$ cat src/rtl/systolic_sched_if.sv
// Operand stream, per-lane edge handshakes and result port of the systolic job scheduler.
// Signal names are kept from the scheduler's point of view; the slave modport is the scheduler.
interface systolic_sched_if #(
    parameter int unsigned width_p        = 32,
    parameter int unsigned array_width_p  = 2,
    parameter int unsigned array_height_p = 2
);
    logic                                              valid_i;
    logic                                              ready_o;
    logic [width_p-1:0]                                data_i;
    logic [width_p*array_height_p-1:0]                 row_o;
    logic [array_height_p-1:0]                         row_valid_o;
    logic [array_height_p-1:0]                         row_ready_i;
    logic [width_p*array_width_p-1:0]                  col_o;
    logic [array_width_p-1:0]                          col_valid_o;
    logic [array_width_p-1:0]                          col_ready_i;
    logic [width_p*array_height_p*array_width_p-1:0]   z_i;
    logic                                              valid_o;
    logic                                              yumi_i;
    logic [width_p-1:0]                                data_o;

    modport slave (
        input  valid_i, data_i, row_ready_i, col_ready_i, z_i, yumi_i,
        output ready_o, row_o, row_valid_o, col_o, col_valid_o, valid_o, data_o
    );

    modport master (
        output valid_i, data_i, row_ready_i, col_ready_i, z_i, yumi_i,
        input  ready_o, row_o, row_valid_o, col_o, col_valid_o, valid_o, data_o
    );
endinterface

$ cat src/rtl/systolic_sched.sv
// Job scheduler for the systolic array: deserialises operand steps onto the row/column lanes,
// waits for the array to settle, serialises the results and then clears the array.
module systolic_sched #(
    parameter int unsigned width_p        = 32,
    parameter int unsigned array_width_p  = 2,
    parameter int unsigned array_height_p = 2,
    parameter int unsigned depth_p        = 2,
    parameter int unsigned settle_p       = 4
) (
    input  logic             clk_i,
    input  logic             reset_i,
    input  logic             flush_i,
    systolic_sched_if.slave  bus,
    output logic             array_reset_o,
    output logic             busy_o
);
    localparam int unsigned H        = array_height_p;
    localparam int unsigned W        = array_width_p;
    localparam int unsigned N        = H + W;
    localparam int unsigned HW       = H * W;
    localparam int unsigned StepW    = $clog2(depth_p + 1);
    localparam int unsigned SlotW    = $clog2(N + 1);
    localparam int unsigned SettleW  = $clog2(settle_p + 1);
    localparam int unsigned IdxW     = $clog2(HW + 1);

    localparam logic [2:0] StIdle   = 3'd0;
    localparam logic [2:0] StLoad   = 3'd1;
    localparam logic [2:0] StIssue  = 3'd2;
    localparam logic [2:0] StSettle = 3'd3;
    localparam logic [2:0] StDrain  = 3'd4;
    localparam logic [2:0] StClear  = 3'd5;

    logic [2:0]         state_q, state_d;
    logic [StepW-1:0]   step_q, step_d;
    logic [SlotW-1:0]   slot_q, slot_d;
    logic [SettleW-1:0] settle_q, settle_d;
    logic [IdxW-1:0]    idx_q, idx_d;
    logic [H-1:0]       row_v_q, row_v_d;
    logic [W-1:0]       col_v_q, col_v_d;
    logic [width_p-1:0] slot_data_q [N];

    logic in_acc;
    logic out_acc;

    // Flush gates every handshake combinationally so nothing completes in the flush cycle.
    assign bus.ready_o     = ((state_q == StIdle) || (state_q == StLoad)) && !flush_i;
    assign bus.valid_o     = (state_q == StDrain) && !flush_i;
    assign bus.row_valid_o = flush_i ? '0 : row_v_q;
    assign bus.col_valid_o = flush_i ? '0 : col_v_q;

    assign in_acc        = bus.valid_i && bus.ready_o;
    assign out_acc       = bus.valid_o && bus.yumi_i;
    assign array_reset_o = reset_i || (state_q == StClear);
    assign busy_o        = (state_q != StIdle);

    for (genvar r = 0; r < H; r++) begin : g_row
        assign bus.row_o[r*width_p +: width_p] = slot_data_q[r];
    end

    for (genvar c = 0; c < W; c++) begin : g_col
        assign bus.col_o[c*width_p +: width_p] = slot_data_q[H+c];
    end

    always_comb begin
        bus.data_o = '0;
        if (state_q == StDrain) begin
            bus.data_o = bus.z_i[int'(idx_q)*width_p +: width_p];
        end
    end

    always_comb begin
        state_d  = state_q;
        step_d   = step_q;
        slot_d   = slot_q;
        settle_d = settle_q;
        idx_d    = idx_q;
        row_v_d  = row_v_q & ~(bus.row_valid_o & bus.row_ready_i);
        col_v_d  = col_v_q & ~(bus.col_valid_o & bus.col_ready_i);

        case (state_q)
            StIdle, StLoad: begin
                if (in_acc) begin
                    if (slot_q == SlotW'(N - 1)) begin
                        slot_d  = '0;
                        state_d = StIssue;
                        row_v_d = '1;
                        col_v_d = '1;
                    end else begin
                        slot_d  = slot_q + SlotW'(1);
                        state_d = StLoad;
                    end
                end
            end
            StIssue: begin
                if ((row_v_d == '0) && (col_v_d == '0)) begin
                    if (step_q == StepW'(depth_p - 1)) begin
                        step_d  = '0;
                        state_d = StSettle;
                    end else begin
                        step_d  = step_q + StepW'(1);
                        state_d = StLoad;
                    end
                end
            end
            StSettle: begin
                if (settle_q == SettleW'(settle_p - 1)) begin
                    settle_d = '0;
                    idx_d    = '0;
                    state_d  = StDrain;
                end else begin
                    settle_d = settle_q + SettleW'(1);
                end
            end
            StDrain: begin
                if (out_acc) begin
                    if (idx_q == IdxW'(HW - 1)) begin
                        idx_d   = '0;
                        state_d = StClear;
                    end else begin
                        idx_d = idx_q + IdxW'(1);
                    end
                end
            end
            StClear: begin
                state_d = StIdle;
            end
            default: begin
                state_d = StIdle;
            end
        endcase

        // Leaving for CLEAR (by flush or completion) always starts the next job from zero.
        if ((flush_i && (state_q != StClear)) || (state_d == StClear) || (state_q == StClear)) begin
            if (state_q != StClear) begin
                state_d = StClear;
            end
            step_d   = '0;
            slot_d   = '0;
            settle_d = '0;
            idx_d    = '0;
            row_v_d  = '0;
            col_v_d  = '0;
        end
    end

    always_ff @(posedge clk_i) begin
        if (reset_i) begin
            state_q  <= StIdle;
            step_q   <= '0;
            slot_q   <= '0;
            settle_q <= '0;
            idx_q    <= '0;
            row_v_q  <= '0;
            col_v_q  <= '0;
            for (int i = 0; i < int'(N); i++) begin
                slot_data_q[i] <= '0;
            end
        end else begin
            state_q  <= state_d;
            step_q   <= step_d;
            slot_q   <= slot_d;
            settle_q <= settle_d;
            idx_q    <= idx_d;
            row_v_q  <= row_v_d;
            col_v_q  <= col_v_d;
            if (in_acc) begin
                slot_data_q[slot_q] <= bus.data_i;
            end
        end
    end
endmodule

$ cat src/flat_wrapper.sv
// flat-port wrapper written by rule: the top's interface ports become plain ports
module systolic_sched_flat 
#(
    parameter int unsigned width_p        = 32,
    parameter int unsigned array_width_p  = 2,
    parameter int unsigned array_height_p = 2,
    parameter int unsigned depth_p        = 2,
    parameter int unsigned settle_p       = 4
)
  (clk_i, reset_i, flush_i, array_reset_o, busy_o, bus_valid_i, bus_data_i, bus_row_ready_i, bus_col_ready_i, bus_z_i, bus_yumi_i, bus_ready_o, bus_row_o, bus_row_valid_o, bus_col_o, bus_col_valid_o, bus_valid_o, bus_data_o);
  systolic_sched_if #(.width_p(width_p), .array_width_p(array_width_p), .array_height_p(array_height_p)) bus_i ();
  input  logic clk_i;
  input  logic reset_i;
  input  logic flush_i;
  output logic array_reset_o;
  output logic busy_o;
  input wire logic [$bits(bus_i.valid_i)-1:0] bus_valid_i;
  input wire logic [$bits(bus_i.data_i)-1:0] bus_data_i;
  input wire logic [$bits(bus_i.row_ready_i)-1:0] bus_row_ready_i;
  input wire logic [$bits(bus_i.col_ready_i)-1:0] bus_col_ready_i;
  input wire logic [$bits(bus_i.z_i)-1:0] bus_z_i;
  input wire logic [$bits(bus_i.yumi_i)-1:0] bus_yumi_i;
  output wire logic [$bits(bus_i.ready_o)-1:0] bus_ready_o;
  output wire logic [$bits(bus_i.row_o)-1:0] bus_row_o;
  output wire logic [$bits(bus_i.row_valid_o)-1:0] bus_row_valid_o;
  output wire logic [$bits(bus_i.col_o)-1:0] bus_col_o;
  output wire logic [$bits(bus_i.col_valid_o)-1:0] bus_col_valid_o;
  output wire logic [$bits(bus_i.valid_o)-1:0] bus_valid_o;
  output wire logic [$bits(bus_i.data_o)-1:0] bus_data_o;
  assign bus_i.valid_i = bus_valid_i;
  assign bus_i.data_i = bus_data_i;
  assign bus_i.row_ready_i = bus_row_ready_i;
  assign bus_i.col_ready_i = bus_col_ready_i;
  assign bus_i.z_i = bus_z_i;
  assign bus_i.yumi_i = bus_yumi_i;
  assign bus_ready_o = bus_i.ready_o;
  assign bus_row_o = bus_i.row_o;
  assign bus_row_valid_o = bus_i.row_valid_o;
  assign bus_col_o = bus_i.col_o;
  assign bus_col_valid_o = bus_i.col_valid_o;
  assign bus_valid_o = bus_i.valid_o;
  assign bus_data_o = bus_i.data_o;
  systolic_sched #(.width_p(width_p), .array_width_p(array_width_p), .array_height_p(array_height_p), .depth_p(depth_p), .settle_p(settle_p)) u_core (.clk_i(clk_i), .reset_i(reset_i), .flush_i(flush_i), .bus(bus_i), .array_reset_o(array_reset_o), .busy_o(busy_o));
endmodule
$ cat config.mk
export PLATFORM = sky130hd
export DESIGN_NAME = systolic_sched_flat
export DESIGN_NICKNAME = d
export VERILOG_FILES = /design/src/rtl/systolic_sched_if.sv /design/src/rtl/systolic_sched.sv /design/src/flat_wrapper.sv
export SDC_FILE = /design/constraint.sdc
export NUM_CORES = 1
export LEC_CHECK = 0
export CORE_MARGIN = 8
export CORE_UTILIZATION = 37
export CTS_CLUSTER_SIZE = 10
export DETAILED_ROUTE_END_ITERATION = 10
export GPL_TIMING_DRIVEN = 0
export HOLD_SLACK_MARGIN = 0.1
export MAX_ROUTING_LAYER = met4
export PLACE_DENSITY_LB_ADDON = 0.25
export SETUP_SLACK_MARGIN = 0.4
export SKIP_LAST_GASP = 1
export SLEW_MARGIN = 30
export SYNTH_ARGS = -nofsm -noshare
export SYNTH_HDL_FRONTEND = slang
export SYNTH_SLANG_ARGS = --single-unit
export TNS_END_PERCENT = 50
$ cat constraint.sdc
create_clock -name clk_i -period 2.32 [get_ports clk_i]
set_input_delay 0.464 -clock clk_i [delete_from_list [all_inputs] [get_ports clk_i]]
set_output_delay 0.464 -clock clk_i [all_outputs]
set_load 0.02 [all_outputs]
## Word level (Yosys, flattened, before mapping)

Memory sizes are Yosys's and may differ from the RTL's.
Cells that the tools add are included.

- Bits in registers: 18
- Bits in writable memories: 128
- Word-level logic and storage cells: 88
- Memories: 1

- Add/subtract/negate cells: 4
- Eq/ne operators: 13
- Shifts and indexed selects: 1
- Multiplexer cells: 34
- Bitwise gates (word level): 6
- Reductions and logical operators: 22

Memories:

| name | depth | width | read ports | clocked after Yosys merged registers in | wr ports | RTL line | RTL |
|---|---|---|---|---|---|---|---|
| u_core.slot_data_q | 4 | 32 | 4 | 0 | 4 | systolic_sched.sv:40 | `logic [width_p-1:0] slot_data_q [N];` |

Operator list:

| kind | count |
|---|---|
| $shiftx 128x9->32 | 1 |
| $mux 32 | 2 |
| $mux 3 | 12 |
| $reduce_or 32->1 | 1 |
| $mux 2 | 12 |
| $eq 3x2->1 const B | 5 |
| $pmux 3 s4 | 1 |
| $add 3x1->3 const B | 3 |
| $eq 3x3->1 const B | 3 |
| $and 2x2->2 | 4 |
| $logic_and 1x1->1 | 6 |
| $mux 1 | 6 |
| $pmux 3 s2 | 1 |
| $logic_not 2->1 | 2 |
| $logic_or 1x1->1 | 4 |
| $ne 2x1->1 const B | 2 |
| $not 2->2 | 2 |
| $reduce_and 2->1 | 2 |
| $reduce_or 2->1 | 2 |
| $eq 3x1->1 const B | 1 |
| $logic_not 3->1 | 1 |
| $ne 3x3->1 const B | 1 |
| $reduce_and 3->1 | 1 |
| $reduce_bool 3->1 | 1 |
| other kinds (4) | 4 |

## Logic depth before layout (Yosys ltp)

Gate-level depths: netlist of the first run.

- Depth after elaboration: 12
- Mapped depth: 6
- Depth with buffers taken out: 5

## Worst setup path after synthesis of the first run

No wires, ideal clock.

- Path kind: input port to flip-flop
- From: input flush_i
- To: memory u_core.slot_data_q[0][0] (enable)
- Setup time: 375 ps
- Arrival: 1,916 ps
- Data required time: 1,945 ps
- Path slack: 29 ps
- Stages: 4
- Cell sequence: nor4b_4 -> and2b_4 -> nor3b_4 -> or2_2

RTL lines:

| element | RTL line | RTL |
|---|---|---|
| from (decl) | flat_wrapper.sv:14 | `input logic flush_i;` |
| to (decl) | systolic_sched.sv:40 |  |

## Worst setup path in the final report of the first run

- From: register u_core.state_q[1]
- To: output bus_data_o[12]

- Word-level cells in the longest chain between the ends: 2

RTL lines:

| element | RTL line | RTL |
|---|---|---|
| from (decl) | systolic_sched.sv:33 | `logic [2:0] state_q, state_d;` |
| from (signal assigned) | systolic_sched.sv:148 | `state_q <= StIdle;` |
| from (signal assigned) | systolic_sched.sv:159 | `state_q <= state_d;` |
| $eq 3x3->1 | systolic_sched.sv:66 | `if (state_q == StDrain) begin` |
| $mux 32 | systolic_sched.sv:66 |  |
| to (decl) | flat_wrapper.sv:29 | `output wire logic [$bits(bus_i.data_o)-1:0] bus_data_o;` |

Every way passes these cells.

==> metrics.txt, run 1 <==
synthesized net count 629; TritonRoute pass-1 iters 5; Synth Instances roughly 460; fin util 0.7126; final setup skew around 0.0075 ns; Slew @ Worst Pin around 0.63 ns; Total Wirelength between 20 and 30 mm; Ports 337; 1st-iter DRT viols between 300 and 400; Yosys warnings 0; Yosys cell types 43; Slew headroom 0.5690; clock buffer depth 2; Post-synth EDFFs about 130; wire per inst roughly 24 um; fillcell total between 1000 and 1500; max-cap violations 0; count of input and output buffers roughly 340; Vias/cell 4.914; CTS buffer count 17; CTS H-tree depth 4; synthesis-stage register bit count approximately 150; DRC 0; status finished, violations left; top_reg_cell synth edfxtp_1; Std-Cell Rows a little under 50; power after layout 7372 uW; Tmin final about 2.4 ns; Worst EP required 1.86 ns; met2 usage 0.4105; crit path max fanout 5; RSZ-0062 raised after global routing true; crit end category output port; busiest grt layer met2; vias in the first global route about 5900; initial core utilization 0.3752; Core Area about 18000 sq um; pin count of the biggest net entering global routing 33; GR Util met3 0.07003; share of flip-flops with an asynchronous set or reset 0; Final ANT Viol Nets 0; Post-Syn Area between 6000 and 7000 sq um; CTS Root Cell clkbuf_16; met1 usage 0.2263; critical path launch point type flip-flop; Setup WS post-layout -0.05473 ns; total track usage 0.2258; Final GP Congestion 0.8743; Nets roughly 1100; initial antenna violation count 2; Tcrit/Tclk final 1.024; layout cells sized above 1 0.3012; FMAX between 400 and 500 MHz; Detailed Place HPWL around 18 mm; Die Width roughly 150 um; Leak 0.004924 uW; grt total ovfl 0; Area growth, synth to finish 89.94%; critical path class flip-flop to output port; failing checks setup timing; later-pin clock latency in the skew report ~0.42 ns; critical path data arrival time about 1.9 ns; Max IR drop VDD 0.5738 mV; pre-CTS WS -1.008 ns; DIE AREA 22720 sq um; Post-Syn Area per Cell roughly 15 sq um; hold crit path type flip-flop to flip-flop; CTS tree yes; endpoints failing setup 44; sequential element share of the synthesized area 0.6259; pins over their slew limit 0; Power Density 577.9 nW/um^2; clk slew on worst S/H paths ~0.060 ns; Setup TNS -0.9770 ns; die span in y 150.7 um; Final Hold Fails 0; first-pass GRT wire length ~36 mm; clock sink count 146; vias approximately 5600
==> timing repair <==
action / 4_1_cts / 5_1_grt
hold buffers: 0 / 0
pin swaps: 12 / 6
endpoints found under the hold margin: 0 / 0
endpoints found under the setup margin: 294 / 311
gates cloned: 15 / 8
gates resized for setup: 305 / 100
setup buffers: 40 / 16
==> layout by cell type (no fill, tap or decap), types with 6 or more instances in the layout <==
| cell type | instances |
|---|---|
| buf_12 | 23 |
| dfxtp_1 | 15 |
| mux4_2 | 32 |
| buf_4 | 28 |
| nor2b_4 | 21 |
| buf_16 | 8 |
| a21oi_1 | 6 |
| and2_4 | 22 |
| buf_6 | 45 |
| nor2_1 | 12 |
| edfxtp_1 | 128 |
| nor2b_1 | 16 |
| clkdlybuf4s50_1 | 293 |
| inv_1 | 7 |
| clkbuf_16 | 27 |
| and2_1 | 106 |
| buf_8 | 14 |
==> routing by layer <==
metal / share of wire / vias up
met3: 0.090 / 31
met2: 0.54 / 274
met1: 0.35 / 2713
li1: - / 2554
met5: 0 / -
met4: 0.019 / 0
==> cell usage after synthesis, drive strengths merged, types with 3 or more instances <==
cell type / instances / area (sq um)
or2: 3 / 18.77
ha: 3 / 37.54
nor2b: 40 / 250.2
o21ai: 5 / 25.02
nor4b: 3 / 41.29
nor2: 12 / 45.04
nor3: 6 / 30.03
and3: 3 / 18.77
nand2: 3 / 11.26
a21oi: 6 / 30.03
clkbuf: 17 / 68.82
a31o: 3 / 26.28
nand3b: 3 / 22.52
nor3b: 3 / 45.05
and2: 128 / 800.8
buf: 11 / 95.09
inv: 7 / 26.28
dfxtp: 18 / 360.4
edfxtp: 128 / 3844
mux4: 32 / 720.7
==> through the flow <==
stage	instance area (sq um)	hold WS, ns	instances
CTS	12100	0.4486	1108
detailed placement	10390	0.4379	1022
global route	12760	0.4585	1134
floorplan	6721	0.4250	457
global placement	10370	0.4318	1022
finish	12760	0.4483	1134
==> layout make-up <==
type,count,area [sq um],area share
flip-flops and latches,146,4208,0.3298
multi-input cells,281,2653,0.2079
clock inverters,13,222.7,0.01746
clock buffers,18,429.2,0.03364
well taps,229,286.5,0.02246
repair buffers,410,4544,0.3562
diodes,2,5.005,0.0003923
plain buffers,28,382.9,0.03001
inverters,7,26.28,0.002060
==> final timing paths <==
kind / from / end / slack [ns] / cells past startpoint
hold / removal: u_core.step_q[1] / u_core.step_q[1] / 0.45 / 1
hold reg to reg: u_core.step_q[1] / u_core.step_q[1] / 0.45 / 1
setup / recovery: u_core.state_q[1] / bus_data_o[12] / -0.05 / 5
setup reg to reg: u_core.state_q[1] / u_core.slot_data_q[1][14] / -0.01 / 12
==> kinds of logic after synthesis <==
group                      count (synthesis)  synth area share
DFF                                      146            0.6259
xor gates and xnor gates                   1          0.001304
buffers and inverters                     35           0.02832
and+or+nand+nor                          212            0.2012
muxes                                     35            0.1120
adders and majority gates                  3          0.005589
AOI/OAI and AO/OA                         25           0.02571
==> flip-flops by register name, summed over array words and instances (netlist names) <==
register / count
u_core.slot_data_q: 128
u_core.step_q: 2
u_core.slot_q: 3
u_core.row_v_q: 2
u_core.idx_q: 3
u_core.state_q: 3
u_core.settle_q: 3
u_core.col_v_q: 2
==> critical path, stage by stage (launching register included) <==
cell and delay (ns):
dfxtp_2 0.33, buf_6 0.12, or4b_4 0.57, clkbuf_16 0.21, nor2b_4 0.12, buf_6 0.13
==> power breakdown <==
part	leakage, uW	switching, uW	internal [uW]
sequential	0.00146	40.4	2960
clock	0.000311	1140	1930
combinational	0.00315	540	764
total	0.00492	1720	5660
(Power assumes the default switching activity.)
==> inputs of run 2 (changes only) <==
--- a/config.mk
+++ b/config.mk
@@ -9,7 +9,6 @@
 export CORE_UTILIZATION = 37
 export CTS_CLUSTER_SIZE = 10
 export DETAILED_ROUTE_END_ITERATION = 10
-export GPL_TIMING_DRIVEN = 0
 export HOLD_SLACK_MARGIN = 0.1
 export MAX_ROUTING_LAYER = met4
 export PLACE_DENSITY_LB_ADDON = 0.25
==> metrics.txt, run 2 (synthesized netlist as in run 1, its figures left out) <==
CTS Root Cell clkbuf_16; pin count of the biggest net entering global routing 35 (+6.1%); hold path depth 1 (unchanged); Area growth, synth to finish 70.72%; Crit. Startpoint u_core.idx_q[0]; Hold Buf Count CTS 0 (unchanged); Ports 337 (unchanged); initial antenna violation count 2 (unchanged); CTS buffer count 17 (unchanged); DIE AREA 22720 sq um (unchanged); Final ANT Viol Nets 0 (unchanged); commonest non-fill, non-tap cells in the layout clkdlybuf4s50_1 (295), and2_1 (128), edfxtp_1 (128); CTS H-tree depth 4 (unchanged); clk slew on worst S/H paths 0.07 ns (about the same); critical path class flip-flop to output port; critical path data arrival time 1.92 ns (about the same); Power Density 579.1 nW/um^2 (+0.22%); count of input and output buffers 336 (unchanged); Nets 1010 (-5.0%); initial core utilization 0.3752 (unchanged); Worst path depth 5 (unchanged); Tmin final 2.379 ns (+0.004517 ns); fin util 0.6405 (-0.07213); Slew headroom 0.6652 (+0.09626); critical path launch point type flip-flop; hold crit path type flip-flop to flip-flop; Biggest register u_core.slot_data_q; Tcrit/Tclk final 1.026 (+0.001947); FMAX 420.3 MHz (-0.19%); worst reg2reg startpoint u_core.state_q[1]; Final GP Congestion 0.9225 (+5.5%); Std-Cell Rows 49 (unchanged); max-cap violations 0 (unchanged); wire per inst 21.79 um (-7.5%); total track usage 0.2082 (-0.01760); Vias/cell 4.818 (-1.9%); placed cell area 10570 sq um (+1.8%); CTS tree yes; Die Width 150.7 um (unchanged); Worst EP required 1.86 ns (about the same); die span in y 150.7 um (unchanged); pre-CTS WS -0.2567 ns (+0.7515 ns); slowest library cell on the worst path mux4_2; Final Hold Fails 0 (unchanged); most common cell after layout, fill and taps aside clkdlybuf4s50_1; Setup WS post-layout -0.05925 ns (-0.004517 ns); TritonRoute pass-1 iters 4 (-1); Total Wirelength 23.58 mm (-12%); RSZ-0062 raised after global routing true; crit path max fanout 6 (+1); endpoints failing setup 24 (-45%); CP bufs+invs 3 (unchanged); r2r worst-path depth 7 (-5); Setup crit end bus_data_o[23]; 1st-iter DRT viols 332 (+9.6%); first-pass GRT wire length 33.90 mm (-6.0%); CP max stage delay 0.49 ns (-0.08 ns); CP top delay family multiplexers; Core Area 17900 sq um (unchanged); later-pin clock latency in the skew report 0.42 ns (about the same); fillcell total 1332 (+14%); clock sink count 146 (unchanged); vias in the first global route 5747 (-2.1%); pins over their slew limit 0 (unchanged); Slew @ Worst Pin 0.4957 ns (-0.1346 ns); failing checks setup timing; Setup TNS -0.6770 ns (+0.3000 ns); Detailed Place HPWL 18.17 mm (+0.31%); Leak 0.004317 uW (-12%); DRC 0 (unchanged); Max IR drop VDD 0.4054 mV (-29%); status finished, violations left; FF-to-FF End u_core.slot_data_q[1][24]; power after layout 6640 uW (-9.9%); R2R Setup Slk 0.36 ns (+0.37 ns); vias 5213 (-6.4%); layout cells sized above 1 0.2092 (-0.09205); max reg flops 128 (unchanged); grt total ovfl 0 (unchanged); crit end category output port; final setup skew 0.01541 ns (+0.007880 ns); Layout Cell Area excl Fill 11470 sq um (-10%); clock buffer depth 2 (unchanged); worst path cell trace buf_12 > buf_16 > mux4_2 > nor2b_1 > buf_4
run 2: changes by cell type in the layout (fill, tap and decap cells not counted), sizes merged, moves of 5 or more:
| cell | delta |
|---|---|
| buf | -30 |
| clkbuf | -20 |
| clkinv | +6 |
| bufinv | -5 |
run 2: cell type report:
cell class,instances,area (sq um),area share
antenna,2,5.005,0.0004365
clock buffer,17,425.4,0.03710
clock inverter,15,125.1,0.01091
inverter,7,26.28,0.002292
multi-input combinational,276,2366,0.2064
sequential,146,4210,0.3672
tap,229,286.5,0.02499
timing repair buffer,390,4021,0.3507
run 2: routing by layer:
metal,GRT usage,part of all wire,up-vias
met2,0.3652,0.53,270
met1,0.2207,0.36,2505
met4,0.06531,0.017,0
li1,-,-,2419
met5,-,0,-
met3,0.06402,0.095,19
run 2: power by group:
| part | internal (uW) | switching (uW) | total [uW] | leakage (uW) |
|---|---|---|---|---|
| clock | 1400 | 1140 | 2540 | 0.000265 |
| combinational | 630 | 473 | 1100 | 0.00259 |
| sequential | 2960 | 38.3 | 3000 | 0.00146 |
run 2: what timing repair did:
action / 4_1_cts / 5_1_grt
setup endpoints to repair: 142 / 139
pin swaps: 3 / 2
cloned: 5 / 2
buffers inserted: 9 / 2
gates resized for setup: 178 / 36
run 2: worst register-to-register path, delay by kind of cell (launching register included):
family                 cells  cell delay, ns
buffers and inverters      3            0.40
flip-flops                 1            0.34
AND/OR/NAND/NOR            4            0.92
run 2: per-stage QoR:
| step | hold slack [ns] | cells |
|---|---|---|
| 2_1_floorplan | 0.4250 | 457 |
| 3_3_place_gp | 0.4298 | 1030 |
| 3_5_place_dp | 0.4644 | 1030 |
| 4_1_cts | 0.4743 | 1076 |
| 5_1_grt | 0.5120 | 1082 |
| 6_report | 0.4838 | 1082 |
run 2: how the worst min path moves through the flow:
| stage | start | end | slack [ns] |
|---|---|---|---|
| detailed placement | u_core.step_q[1] | u_core.step_q[1] | 0.46 |
| global route | u_core.settle_q[2] | u_core.settle_q[2] | 0.51 |
| floorplan | u_core.step_q[1] | u_core.step_q[1] | 0.42 |
| global placement | u_core.step_q[1] | u_core.step_q[1] | 0.43 |
| CTS | u_core.step_q[1] | u_core.step_q[1] | 0.47 |
| finish | u_core.step_q[1] | u_core.step_q[1] | 0.48 |
==> inputs of run 3 (changes only) <==
--- a/config.mk
+++ b/config.mk
@@ -5,6 +5,7 @@
 export SDC_FILE = /design/constraint.sdc
 export NUM_CORES = 1
 export LEC_CHECK = 0
+export ABC_AREA = 1
 export CORE_MARGIN = 8
 export CORE_UTILIZATION = 37
 export CTS_CLUSTER_SIZE = 10
@@ -14,7 +15,7 @@
 export PLACE_DENSITY_LB_ADDON = 0.25
 export SETUP_SLACK_MARGIN = 0.4
 export SKIP_LAST_GASP = 1
-export SLEW_MARGIN = 30
+export SLEW_MARGIN = 10
 export SYNTH_ARGS = -nofsm -noshare
 export SYNTH_HDL_FRONTEND = slang
 export SYNTH_SLANG_ARGS = --single-unit
==> metrics.txt, run 3 <==
status complete, no violations; Yosys warnings 0 (unchanged); FF-to-FF End u_core.state_q[1]; initial core utilization 0.3745 (-0.0006989); CTS tree yes; hold path depth 2 (+1); later-pin clock latency in the skew report 0.40 ns (-0.02 ns); net switching power 1661 uW (+0.49%); Hold Crit Start u_core.idx_q[2]; TritonRoute pass-1 iters 5 (+1); clk slew on worst S/H paths 0.06 ns (about the same); Nets 1236 (+22%); Clk pwr share 0.394 (+0.012); grt total ovfl 0 (unchanged); Worst EP required 1.86 ns (about the same); first-pass GRT wire length 35.66 mm (+5.2%); slowest library cell on the worst path dfxtp_4; max-cap violations 0 (unchanged); most frequent CP cell buf_12; critical path data arrival time 1.66 ns (-0.26 ns); wire per inst 18.85 um (-13%); R2R Setup Slk 0.51 ns (+0.15 ns); total track usage 0.2111 (+0.002839); Area growth, synth to finish 73.11%; Slew @ Worst Pin 0.4498 ns (-0.04583 ns); Total Wirelength 24.69 mm (+4.7%); Final ANT Viol Nets 0 (unchanged); Max IR drop VDD 0.4151 mV (+2.4%); Leak 0.004599 uW (+6.5%); clock buffer depth 2 (unchanged); hold crit path type flip-flop to flip-flop; initial antenna violation count 4 (+2); crit end category output port; worst path cell trace buf_12 > buf_12 > buf_12 > nor2_1 > nor2_1 > o21ai_1 > a21oi_2 > buf_4; pre-CTS WS -0.1953 ns (+0.06137 ns); fin util 0.6482 (+0.007758); r2r worst-path depth 11 (+4); Yosys top cell by area edfxtp_1; Tmin final 2.127 ns (-0.2523 ns); WHS Endpoint u_core.idx_q[2]; sequential element share of the synthesized area 0.6271 (+0.001168); Post-Syn Area per Cell 9.688 sq um (-34%); max reg flops 128 (unchanged); CTS Root Cell clkbuf_16; Post-synth EDFFs 128 (unchanged); Ports 337 (unchanged); CTS H-tree depth 4 (unchanged); Comb power frac 0.167 (about the same); worst reg2reg startpoint u_core.state_q[1]; commonest non-fill, non-tap cells in the layout clkdlybuf4s50_1 (296), nor2_1 (232), edfxtp_1 (128); endpoints failing setup 0 (-100%); pins over their slew limit 0 (unchanged); layout cells sized above 1 0.1671 (-0.04203); Tcrit/Tclk final 0.9168 (-0.1087); Synth Instances 692 (+51%); Detailed Place HPWL 17.88 mm (-1.6%); vias in the first global route 6441 (+12%); DRC 0 (unchanged); RSZ-0062 raised after global routing true; die span in y 150.6 um (about the same); Synth top area share 0.5733 (+0.001068); Die Width 150.6 um (about the same); Biggest register u_core.slot_data_q; Yosys cell types 29 (-33%); synthesis-stage register bit count 146 (unchanged); FMAX 470.2 MHz (+12%); share of flip-flops with an asynchronous set or reset 0 (unchanged); Setup WS post-layout 0.1930 ns (+0.2523 ns); Std-Cell Rows 49 (unchanged); CP max stage delay 0.35 ns (-0.14 ns); top-count cell post-synth nor2_1; Synth top cells by count nor2_1 (246), edfxtp_1 (128), o21ai_0 (72), inv_1 (52), a21oi_1 (43); Slew headroom 0.7001 (+0.03488); fillcell total 1443 (+8.3%); critical path launch point type flip-flop; final setup skew 0.009723 ns (-0.005691 ns); DIE AREA 22680 sq um (-0.17%); vias 6373 (+22%); Power Density 587.2 nW/um^2 (+1.4%); CTS buffer count 17 (unchanged); Vias/cell 4.865 (+0.97%); synthesized net count 864 (+37%); CP top delay family buffers and inverters; Core Area 17900 sq um (unchanged); count of input and output buffers 336 (unchanged); top area cells in the synthesized netlist edfxtp_1 (57%), nor2_1 (14%), dfxtp_1 (5.4%), o21ai_0 (5.4%), a21oi_1 (3.2%); Post-Syn Area 6704 sq um (-0.19%); most common cell after layout, fill and taps aside clkdlybuf4s50_1; Final Hold Fails 0 (unchanged); Setup TNS 0 ns (+0.6770 ns); critical path class flip-flop to output port; internal power 5153 uW (+3.3%); register share of total power 0.439 (-0.013); sw frac 0.2438 (-0.005179); clock sink count 146 (unchanged); CP bufs+invs 4 (+1); Final GP Congestion 0.8903 (-3.5%); crit path max fanout 7 (+1); top_reg_cell synth edfxtp_1; 1st-iter DRT viols 341 (+2.7%); pin count of the biggest net entering global routing 60 (+71%)
[run 3: cell types whose count changed after synthesis, sizes merged, moves of 24 or more]
cell,delta
nand2,+24
nor3,+30
nor2b,-40
o21ai,+67
nor2,+240
a21oi,+37
mux4,-32
inv,+47
and2,-128
[run 3: logic make-up (layout without fill, tap and decap cells)]
group	count (synthesis)	in the layout	synth area share
simple gates	326	326	0.2068
flops	146	146	0.6271
compound gates	119	119	0.09089
buf+inv	98	483	0.06961
fa+ha+maj	3	3	0.005600
other cells	0	4	0
[run 3: final cells by class]
class                   count  area (sq um)  area share
diodes                      4         10.01   0.0008625
clock buffers              18         429.2     0.03698
clock inverters            14         155.1     0.01337
inverters                  55         226.5     0.01951
multi-input cells         448          2195      0.1891
flip-flops and latches    146          4210      0.3628
well taps                 229         286.5     0.02469
repair buffers            396          4093      0.3527
[run 3: power groups by stage]
| stage | Combinational, uW | Sequential, uW | Clock, uW |
|---|---|---|---|
| final | 1140 | 2990 | 2680 |
| after global routing | 1210 | 3000 | 2850 |
| after CTS | 1110 | 2990 | 2730 |
| after detailed placement | 1090 | 3050 | 0 |
| after global placement | 1080 | 3040 | 0 |
| after floorplan | 278 | 3180 | 0 |
[run 3: how the worst max path moves through the flow]
| stage | start | slack (ns) | end | depth (start not counted) |
|---|---|---|---|---|
| 6_report | u_core.idx_q[0] | 0.19 | bus_data_o[15] | 8 |
| 5_1_grt | u_core.idx_q[0] | 0.11 | bus_data_o[20] | 8 |
| 3_5_place_dp | bus_z_i[26] | -0.20 | bus_data_o[26] | 6 |
| 4_1_cts | u_core.idx_q[0] | 0.20 | bus_data_o[14] | 5 |
| 3_3_place_gp | bus_z_i[79] | -0.19 | bus_data_o[15] | 6 |
| 2_1_floorplan | flush_i | 0.21 | u_core.slot_data_q[3][0] | 4 |
[run 3: layer usage]
metal | up-vias | GRT usage | part of all wire
li1 | 3080 | - | -
met1 | 2967 | 0.2325 | 0.37
met2 | 300 | 0.3695 | 0.52
met3 | 26 | 0.04689 | 0.090
met4 | 0 | 0.07521 | 0.028
met5 | - | - | 0
[run 3: stage by stage]
step | instance area [sq um] | hold slack [ns] | total power [uW] | cells
6_report | 11600 | 0.4503 | 6814 | 1310
5_1_grt | 11600 | 0.4888 | 7058 | 1310
4_1_cts | 11310 | 0.4525 | 6832 | 1297
3_5_place_dp | 10570 | 0.4415 | 4132 | 1250
3_3_place_gp | 10570 | 0.4379 | 4120 | 1250
2_1_floorplan | 6750 | 0.4250 | 3459 | 692
[run 3: repair_timing]
action | CTS | global route
endpoints found under the setup margin | 40 | 45
buffers inserted | 11 | 4
hold endpoints to repair | 0 | 0
pin swaps | 9 | 16
gates resized for setup | 194 | 58
hold buffers | 0 | 0
gates cloned | 4 | 5
[run 3: worst reg2reg max path, cell delays in order, from the launching register on]
cell and delay, ns:
dfxtp_1 0.38, nor2_4 0.05, buf_4 0.12, buf_4 0.12
buf_4 0.12, buf_4 0.12, buf_4 0.12, buf_4 0.12
nand4_1 0.15, o211ai_2 0.11, buf_4 0.18, a21oi_1 0.15
